[src/rtl/cond_flag_unit.sv]
// +--------------------------------------------------------------------------+
// | cond_flag_unit                                                           |
// | Jump-condition select, control flags/irq mask and interrupt service FSM. |
// | Option macro: COND_FLAG_UNIT_IRQ_EDGE_EN (edge-capture irq when defined).|
// | Revision: 1.0                                                            |
// +--------------------------------------------------------------------------+
`default_nettype none

module cond_flag_unit #(
  parameter int DATA_W   = 32,
  parameter int NFLAGS   = 4,
  parameter int FLAG_LSB = 26,
  parameter int NIRQ     = 4
) (
  input  logic                     clk,
  input  logic                     reset,
  input  logic                     state_fetch,
  input  logic                     wr_en,
  input  logic [DATA_W-1:0]        ob,
  input  logic [DATA_W-1:0]        r,
  input  logic [DATA_W:0]          alu,
  input  logic                     aeqm,
  input  logic                     vmaok,
  input  logic [3:0]               cond_sel,
  input  logic                     cond_inv,
  input  logic [NIRQ-1:0]          irq,
  input  logic                     int_ack,
  output logic                     jcond,
  output logic [NFLAGS-1:0]        flags,
  output logic [NIRQ-1:0]          irq_mask,
  output logic                     int_pending,
  output logic [$clog2(NIRQ)-1:0]  int_vec
);

  localparam int c_VEC_W = $clog2(NIRQ);

  typedef enum logic [1:0] {
    S_IDLE  = 2'd0,
    S_OFFER = 2'd1,
    S_HOLD  = 2'd2
  } state_t;

  state_t              r_state;
  state_t              w_state_nxt;
  logic [NFLAGS-1:0]   r_flags;
  logic [NIRQ-1:0]     r_irq_mask;
  logic [NIRQ-1:0]     r_pend;
  logic [c_VEC_W-1:0]  r_int_vec;
  logic [c_VEC_W-1:0]  w_vec_nxt;
  logic [c_VEC_W-1:0]  w_low_vec;
  logic [NIRQ-1:0]     w_req;
  logic [NIRQ-1:0]     w_irq_set;
  logic [NIRQ-1:0]     w_ack_clr;
  logic [NIRQ-1:0]     w_pend_nxt;
  logic                w_wr;
  logic                w_ack;
  logic                w_aluneg;
  logic                w_pgf_int;
  logic                w_pgf_int_sb;
  logic                w_sel;
  logic                w_unused_bits;

  assign w_wr  = state_fetch & wr_en;
  assign w_req = r_pend & r_irq_mask;
  assign w_ack = (r_state == S_OFFER) && int_ack;

`ifdef COND_FLAG_UNIT_IRQ_EDGE_EN
  logic [NIRQ-1:0] r_irq_prev;

  always_ff @(posedge clk) begin
    if (reset) r_irq_prev <= '0;
    else       r_irq_prev <= irq;
  end

  assign w_irq_set = irq & ~r_irq_prev;
`else
  assign w_irq_set = irq;
`endif

  // Scan downward so the lowest requesting index is the one left standing.
  always_comb begin
    w_low_vec = '0;
    for (int i = NIRQ - 1; i >= 0; i--) begin
      if (w_req[i]) w_low_vec = c_VEC_W'(i);
    end
  end

  always_comb begin
    w_ack_clr = '0;
    for (int i = 0; i < NIRQ; i++) begin
      w_ack_clr[i] = w_ack && (r_int_vec == c_VEC_W'(i));
    end
  end

  // A new request on the bit being acknowledged beats the clear.
  assign w_pend_nxt = (r_pend & ~w_ack_clr) | w_irq_set;

  always_comb begin
    w_state_nxt = r_state;
    w_vec_nxt   = r_int_vec;
    case (r_state)
      S_IDLE: begin
        if (r_flags[1] && (|w_req)) begin
          w_state_nxt = S_OFFER;
          w_vec_nxt   = w_low_vec;
        end
      end
      S_OFFER: begin
        if (int_ack)                                   w_state_nxt = S_HOLD;
        else if (!r_flags[1] || !r_irq_mask[r_int_vec]) w_state_nxt = S_IDLE;
      end
      S_HOLD:  w_state_nxt = S_IDLE;
      default: w_state_nxt = S_IDLE;
    endcase
  end

  always_ff @(posedge clk) begin
    if (reset) begin
      r_state    <= S_IDLE;
      r_flags    <= '0;
      r_irq_mask <= '0;
      r_pend     <= '0;
      r_int_vec  <= '0;
    end else begin
      r_state   <= w_state_nxt;
      r_int_vec <= w_vec_nxt;
      r_pend    <= w_pend_nxt;
      if (w_wr) begin
        r_flags    <= ob[FLAG_LSB +: NFLAGS];
        r_irq_mask <= ob[NIRQ-1:0];
      end
    end
  end

  assign w_aluneg     = ~aeqm & alu[DATA_W];
  assign w_pgf_int    = ~vmaok | int_pending;
  assign w_pgf_int_sb = w_pgf_int | r_flags[0];

  always_comb begin
    w_sel = 1'b0;
    case (cond_sel)
      4'd0: w_sel = r[0];
      4'd1: w_sel = w_aluneg;
      4'd2: w_sel = alu[DATA_W];
      4'd3: w_sel = aeqm;
      4'd4: w_sel = ~vmaok;
      4'd5: w_sel = w_pgf_int;
      4'd6: w_sel = w_pgf_int_sb;
      4'd7: w_sel = 1'b1;
      4'd8: w_sel = |w_req;
      default: begin
        // Selects 9..15 map to flags[2..8]; absent flags read as 0.
        for (int i = 2; i < NFLAGS; i++) begin
          if (cond_sel == 4'(i + 7)) w_sel = r_flags[i];
        end
      end
    endcase
  end

  assign jcond       = w_sel ^ cond_inv;
  assign flags       = r_flags;
  assign irq_mask    = r_irq_mask;
  assign int_pending = (r_state == S_OFFER);
  assign int_vec     = r_int_vec;

  assign w_unused_bits = &{1'b0, ob, r[DATA_W-1:1], alu[DATA_W-1:0]};

endmodule

`default_nettype wire

[config.mk]
export PLATFORM = sky130hd
export DESIGN_NAME = cond_flag_unit
export DESIGN_NICKNAME = d
export VERILOG_FILES = /design/src/rtl/cond_flag_unit.sv
export SDC_FILE = /design/constraint.sdc
export NUM_CORES = 1
export LEC_CHECK = 0
export CORE_ASPECT_RATIO = 1.1
export CORE_MARGIN = 2
export CORE_UTILIZATION = 24
export CTS_BUF_LIST = sky130_fd_sc_hd__clkbuf_8 sky130_fd_sc_hd__clkbuf_16
export CTS_CLUSTER_SIZE = 30
export DETAILED_ROUTE_END_ITERATION = 10
export PLACE_DENSITY_LB_ADDON = 0.08
export SYNTH_ARGS = -nofsm -noshare
export SYNTH_HDL_FRONTEND = slang
export SYNTH_SLANG_ARGS = --single-unit
[constraint.sdc]
create_clock -name clk -period 4.1 [get_ports clk]
set_input_delay 0.82 -clock clk [delete_from_list [all_inputs] [get_ports clk]]
set_output_delay 0.82 -clock clk [all_outputs]
set_load 0.05 [all_outputs]
==> results.py, run 1 <==
metrics = {
    "worst_setup_path": {
        "endpoint_kind": "primary output",
        "critPathMaxFanout": 8,
        "worst-endpoint-arrival_ns": 2.66,
        "crit_path_cell_trace": "clkdlybuf4s50_1 > or3b_1 > o311ai_1 > o41ai_1 > a41oi_2 > xor2_1 > buf_12",
        "worstSetupStartpointType": "primary input",
        "crit_type": "primary input to primary output",
        "crit_slowest_cell": "clkdlybuf4s50_1",
        "critical_path_required_ns": 3.28,
        "r2r_cells": 4,
        "slowest_delay_ns": 0.54,
    },
    "floorplanning": {
        "core_area_mm2": 0.00310,
        "die_area_mm2": 0.00380,
        "die_w_um": 59.0,
        "start_util_pct": 25.7,
        "std_cell_rows": 21,
        "fp.dieH_um": 64.5,
        "top_level_ports": 125,
    },
    "clocking": {
        "post-cts-setup-buffers": 0,
        "cts_buffers": 3,
        "clkLatencyLatePin_ns": 0.25,
        "cts_repair_resize_count": 0,
        "cts_tree": "built",
        "cts.sinks": 16,
        "cts_hold_buf": 0,
        "clk_path_buf_depth": 2,
        "path_clk_slew_ns": 0.06,
        "cts_root_buf": "clkbuf_8",
        "h-tree-depth": 1,
    },
    "grt": {
        "grt_first_pass_wirelength_mm": 3.45,
        "grt_max_degree": 17,
        "first_global_vias": 785,
        "grtUsageTotal_pct": 12.1,
        "gr-total-overflow": 0,
        "antenna_found_initial": 0,
    },
    "route": {
        "vias_per_cell": 5.03,
        "dr.first_iter.drc_count": 28,
        "ant_nets": 0,
        "vias": 830,
        "routed_wirelength_mm": 2.20,
        "routedWlPerCell_um": 13.4,
        "drt_pass1_iterations": 7,
        "drc": 4,
    },
    "synth": {
        "synthArstFlopShare_pct": 0,
        "ys.warnings.count": 0,
        "yosysTopAreaCell": "dfxtp_1",
        "ys_ff_latch": 16,
        "synth_cells": 95,
        "synth_area_leaders": "dfxtp_1 (40%), a21oi_1 (9.4%), nand2_1 (6.1%), nand3_1 (5.0%), mux4_2 (2.8%)",
        "synth_edf_count": 0,
        "synth-seq-area-share_pct": 40.1,
        "ys.flop_type": "dfxtp_1",
        "yosysUniqueCellTypes": 35,
        "avgSynthCellArea_um2": 8.40,
        "syn-num-nets": 208,
        "yosysTopAreaCellShare_pct": 40.1,
        "syn_area_um2": 798,
    },
    "power_and_ir_drop": {
        "vdd_drop_max_mv": 0.167,
        "power_density_mw_per_mm2": 316,
        "p_leak_nw": 0.443,
    },
    "finish": {
        "diodes": 0,
        "finalNonFillerCells": 165,
        "fillCellCount": 314,
        "final_nets": 245,
        "syn2layout_area_growth_pct": 56.6,
        "final_layout_size_suffix_gt1_share_pct": 8.40,
    },
    "placed_design": {
        "place_inst": 161,
        "dp_hpwl_mm": 1.68,
        "gp_congestion": 0.819,
        "port_buffers": 37,
    },
    "timing": {
        "tightest_slew_ns": 0.569,
        "finClkSkew_ns": 0.00586,
        "hold_viol_final": 0,
        "whs_ns": 0.481,
        "min_period_ns": 3.48,
        "slew_viol_final": 0,
        "fmax_mhz": 288,
        "grt_setup_unrepaired": "false",
        "setup_tns_ns": 0,
        "setup_viol": 0,
        "maxSlewHeadroom_pct": 61.9,
        "final.period_utilization_pct": 84.8,
    },
    "outcome": {
        "violations": "design-rule violations",
        "outcome": "finished with violations",
    },
    "min_path": {
        "holdCritPathClass": "flip-flop to flip-flop",
        "hold_depth": 2,
    },
    "job": {
        "max_cap_viol_count": 0,
    },
}
-- per-layer routing --
metal	global-route usage (%)	wire length [um]	part of all wire [%]
met1	14.5	1030	47
met2	19.6	986	45
met3	2.79	144	6.5
met4	6.82	42	1.9
met5	0	0	0
-- area by class of cell --
| cell class | count | area, um^2 | share of cell area [%] |
|---|---|---|---|
| inverter | 3 | 11.3 | 0.901 |
| multi-input combinational | 71 | 440 | 35.2 |
| timing repair buffer | 37 | 380 | 30.4 |
| sequential | 16 | 320 | 25.6 |
| clock buffer | 4 | 55.1 | 4.40 |
| tap | 34 | 42.5 | 3.40 |
-- power breakdown --
part	internal, mW	leakage, nW	switching (mW)
sequential	0.162	0.131	0.00636
clock	0.0852	0.0288	0.0544
combinational	0.0444	0.283	0.0430
-- critical path, delay by kind of cell --
family / cells / cell delay [ns]
AOI/OAI and AO/OA: 3 / 0.44
xor gates and xnor gates: 1 / 0.25
buffers and inverters: 2 / 0.71
and+or+nand+nor: 1 / 0.43
-- final timing paths --
| check | startpoint | to | slack, ns |
|---|---|---|---|
| worst max-delay path | cond_sel[1] | jcond | 0.62 |
| worst max register to register | flags[1] | int_vec[0] | 2.73 |
| worst min register to register | flags[2] | flags[2] | 0.48 |
| worst min-delay path | flags[2] | flags[2] | 0.48 |
-- cells by family (layout without fill, tap and decap cells) --
logic type / after synthesis / after routing / share of synthesized area, %
compound gates: 29 / 29 / 24.9
xor+xnor: 1 / 1 / 1.10
buf+inv: 8 / 44 / 4.70
simple gates: 39 / 39 / 25.1
flops: 16 / 16 / 40.1
mux: 2 / 2 / 4.08
-- placed cells by master, fill, tap and decap left out, types with 2 or more instances in the layout --
master and instances:
nand3_1 8, inv_1 3, nor2b_1 2, a22o_1 2, a21oi_1 15, clkdlybuf4s50_1 36, clkbuf_8 4, nand2_1 13
nor2_1 6, dfxtp_1 16
-- cell usage after synthesis, types with 2 or more instances --
cell type and n:
nand2_1 13, nor2b_1 2, nand3_1 8, inv_1 3, nor2_1 6, a22o_1 2, a21oi_1 15, clkbuf_1 4
dfxtp_1 16
-- per-stage QoR --
step / power [mW] / setup slack, ns / area (um^2) / utilization (%)
after global routing: 0.417 / 0.477 / 1250 / 40.3
final: 0.395 / 0.622 / 1250 / 40.3
after CTS: 0.404 / 0.599 / 1250 / 40.3
after floorplan: 0.215 / 0.797 / 798 / -
after detailed placement: 0.260 / 0.610 / 1190 / 38.5
after global placement: 0.259 / 0.617 / 1190 / 38.5
-- sequential cells by signal, indices dropped and copies added (netlist names) --
name and cells:
int_vec 2, irq_mask 4, r_pend 4, r_state 2, flags 4
No activity file was read; power rests on OpenSTA's default activity.
==> inputs of run 2 (changes only) <==
Settings changed: CORE_UTILIZATION 24 to 20.
Clock period 4.1 ns to 2.93 ns, I/O delays scaled along.
==> run 2 against run 1 <==
Net effect: the run now ends clean; critical endpoint unchanged; highest routed layer unchanged; largest cell class unchanged; critical path depth is the same; flip-flop and latch count is the same; register-to-register slack got worse by 1.2 ns; wire length rose by 11%; utilization down 6.2 points.
==> results.py, run 2 (synthesis gave the netlist of run 1 again) <==
metrics = {
    "placed_design": {
        "place_inst": 183,
        "gp_congestion": 0.771,
        "dp_hpwl_mm": 1.88,
        "port_buffers": 37,
    },
    "clocking": {
        "cts.sinks": 16,
        "clk_path_buf_depth": 2,
        "cts_tree": "built",
        "cts_buffers": 3,
        "clkLatencyLatePin_ns": 0.24,
        "cts_hold_buf": 0,
        "post-cts-setup-buffers": 0,
        "h-tree-depth": 1,
        "cts_root_buf": "clkbuf_8",
        "path_clk_slew_ns": 0.06,
    },
    "finish": {
        "final_cell_mix": "clkdlybuf4s50_1 (34), dfxtp_1 (16), a21oi_1 (15)",
        "final_nets": 249,
        "fillCellCount": 444,
        "final_layout_size_suffix_gt1_share_pct": 14.1,
        "multi_input_area_um2": 464,
        "final_common_cell": "clkdlybuf4s50_1",
        "finalNonFillerCells": 187,
        "regArea_um2": 320,
        "syn2layout_area_growth_pct": 66.8,
        "diodes": 0,
    },
    "worst_setup_path": {
        "critical_path_required_ns": 2.34,
        "crit_type": "primary input to primary output",
        "critPathMaxFanout": 2,
        "worst-endpoint-arrival_ns": 2.23,
        "worstSetupStartpointType": "primary input",
        "endpoint_kind": "primary output",
    },
    "floorplanning": {
        "start_util_pct": 20.4,
        "die_area_mm2": 0.00451,
        "die_w_um": 64.2,
        "top_level_ports": 125,
        "core_area_mm2": 0.00390,
        "fp.dieH_um": 70.3,
        "std_cell_rows": 24,
    },
    "power_and_ir_drop": {
        "p_total_mw": 0.560,
        "power.share.combinational_pct": 23.4,
        "vdd_drop_max_mv": 0.178,
        "p_seq_share_pct": 42.2,
        "sw_frac_of_total_pct": 26.2,
        "internal_power_mw": 0.413,
        "p_leak_nw": 0.486,
        "p_sw_mw": 0.147,
        "p_clk_share_pct": 34.4,
        "power_density_mw_per_mm2": 420,
    },
    "grt": {
        "grt_first_pass_wirelength_mm": 4.20,
        "antenna_found_initial": 0,
        "gr-total-overflow": 0,
        "first_global_vias": 948,
        "grtUsageTotal_pct": 11.5,
        "grt_max_degree": 17,
    },
    "timing": {
        "tightest_slew_ns": 0.602,
        "hold_viol_final": 0,
        "setup_viol": 0,
        "fmax_mhz": 355,
        "final.period_utilization_pct": 96.2,
        "min_period_ns": 2.82,
        "slew_viol_final": 0,
        "setup_tns_ns": 0,
        "maxSlewHeadroom_pct": 59.7,
        "finClkSkew_ns": 0.000363,
        "whs_ns": 0.479,
    },
    "route": {
        "routed_wirelength_mm": 2.45,
        "ant_nets": 0,
        "drc": 0,
        "vias": 866,
        "drt_pass1_iterations": 2,
        "dr.first_iter.drc_count": 42,
        "vias_per_cell": 4.63,
        "routedWlPerCell_um": 13.1,
    },
    "outcome": {
        "outcome": "complete, no violations",
    },
    "job": {
        "max_cap_viol_count": 0,
    },
    "min_path": {
        "holdCritPathClass": "flip-flop to flip-flop",
    },
}
-- run 2: final cells by class --
| class | count | area share, % |
|---|---|---|
| clock buffer | 4 | 4.14 |
| inverter | 3 | 0.846 |
| multi-input combinational | 71 | 34.9 |
| sequential | 16 | 24.1 |
| tap | 52 | 4.89 |
| timing repair buffer | 41 | 31.2 |
-- run 2: power by group through the flow --
stage	combinational [mW]	sequential (mW)	clock, mW
after floorplan	0.0449	0.256	0
after global routing	0.142	0.238	0.207
after CTS	0.130	0.236	0.200
after detailed placement	0.128	0.241	0
final	0.131	0.236	0.193
after global placement	0.128	0.241	0
-- run 2: metal layers --
layer  global-route usage [%]  routed length (um)
met1                     14.0                1080
met2                     19.0                1200
met3                     3.38                 153
met4                     4.73                  21
met5                        0                   0
-- run 2: worst paths after layout --
path | from | end | slack, ns | depth (start not counted)
worst min register to register | flags[3] | flags[3] | 0.48 | 2
worst max register to register | flags[1] | int_vec[0] | 1.54 | 4
worst max-delay path | vmaok | jcond | 0.11 | 7
worst min-delay path | flags[3] | flags[3] | 0.48 | 2
-- run 2: metrics by stage --
stage | worst slack, ns | util [%] | cell area [um^2]
floorplan | 0.0951 | - | 801
global placement | -0.0145 | 32.0 | 1250
detailed placement | -0.00474 | 32.0 | 1250
CTS | 0.0165 | 33.6 | 1310
global route | -0.00611 | 34.1 | 1330
finish | 0.111 | 34.1 | 1330
-- run 2: timing repair --
action | CTS | global route
pin swaps | 0 | 3
setup endpoints to repair | 1 | 1
resized for setup | 1 | 4
-- run 2: worst max-delay path, cell delays in order --
cell and delay [ns]:
clkdlybuf4s50_1 0.48, inv_1 0.05, o311a_2 0.38, a31oi_2 0.17, a41oi_2 0.17, xor2_2 0.23, buf_12 0.16
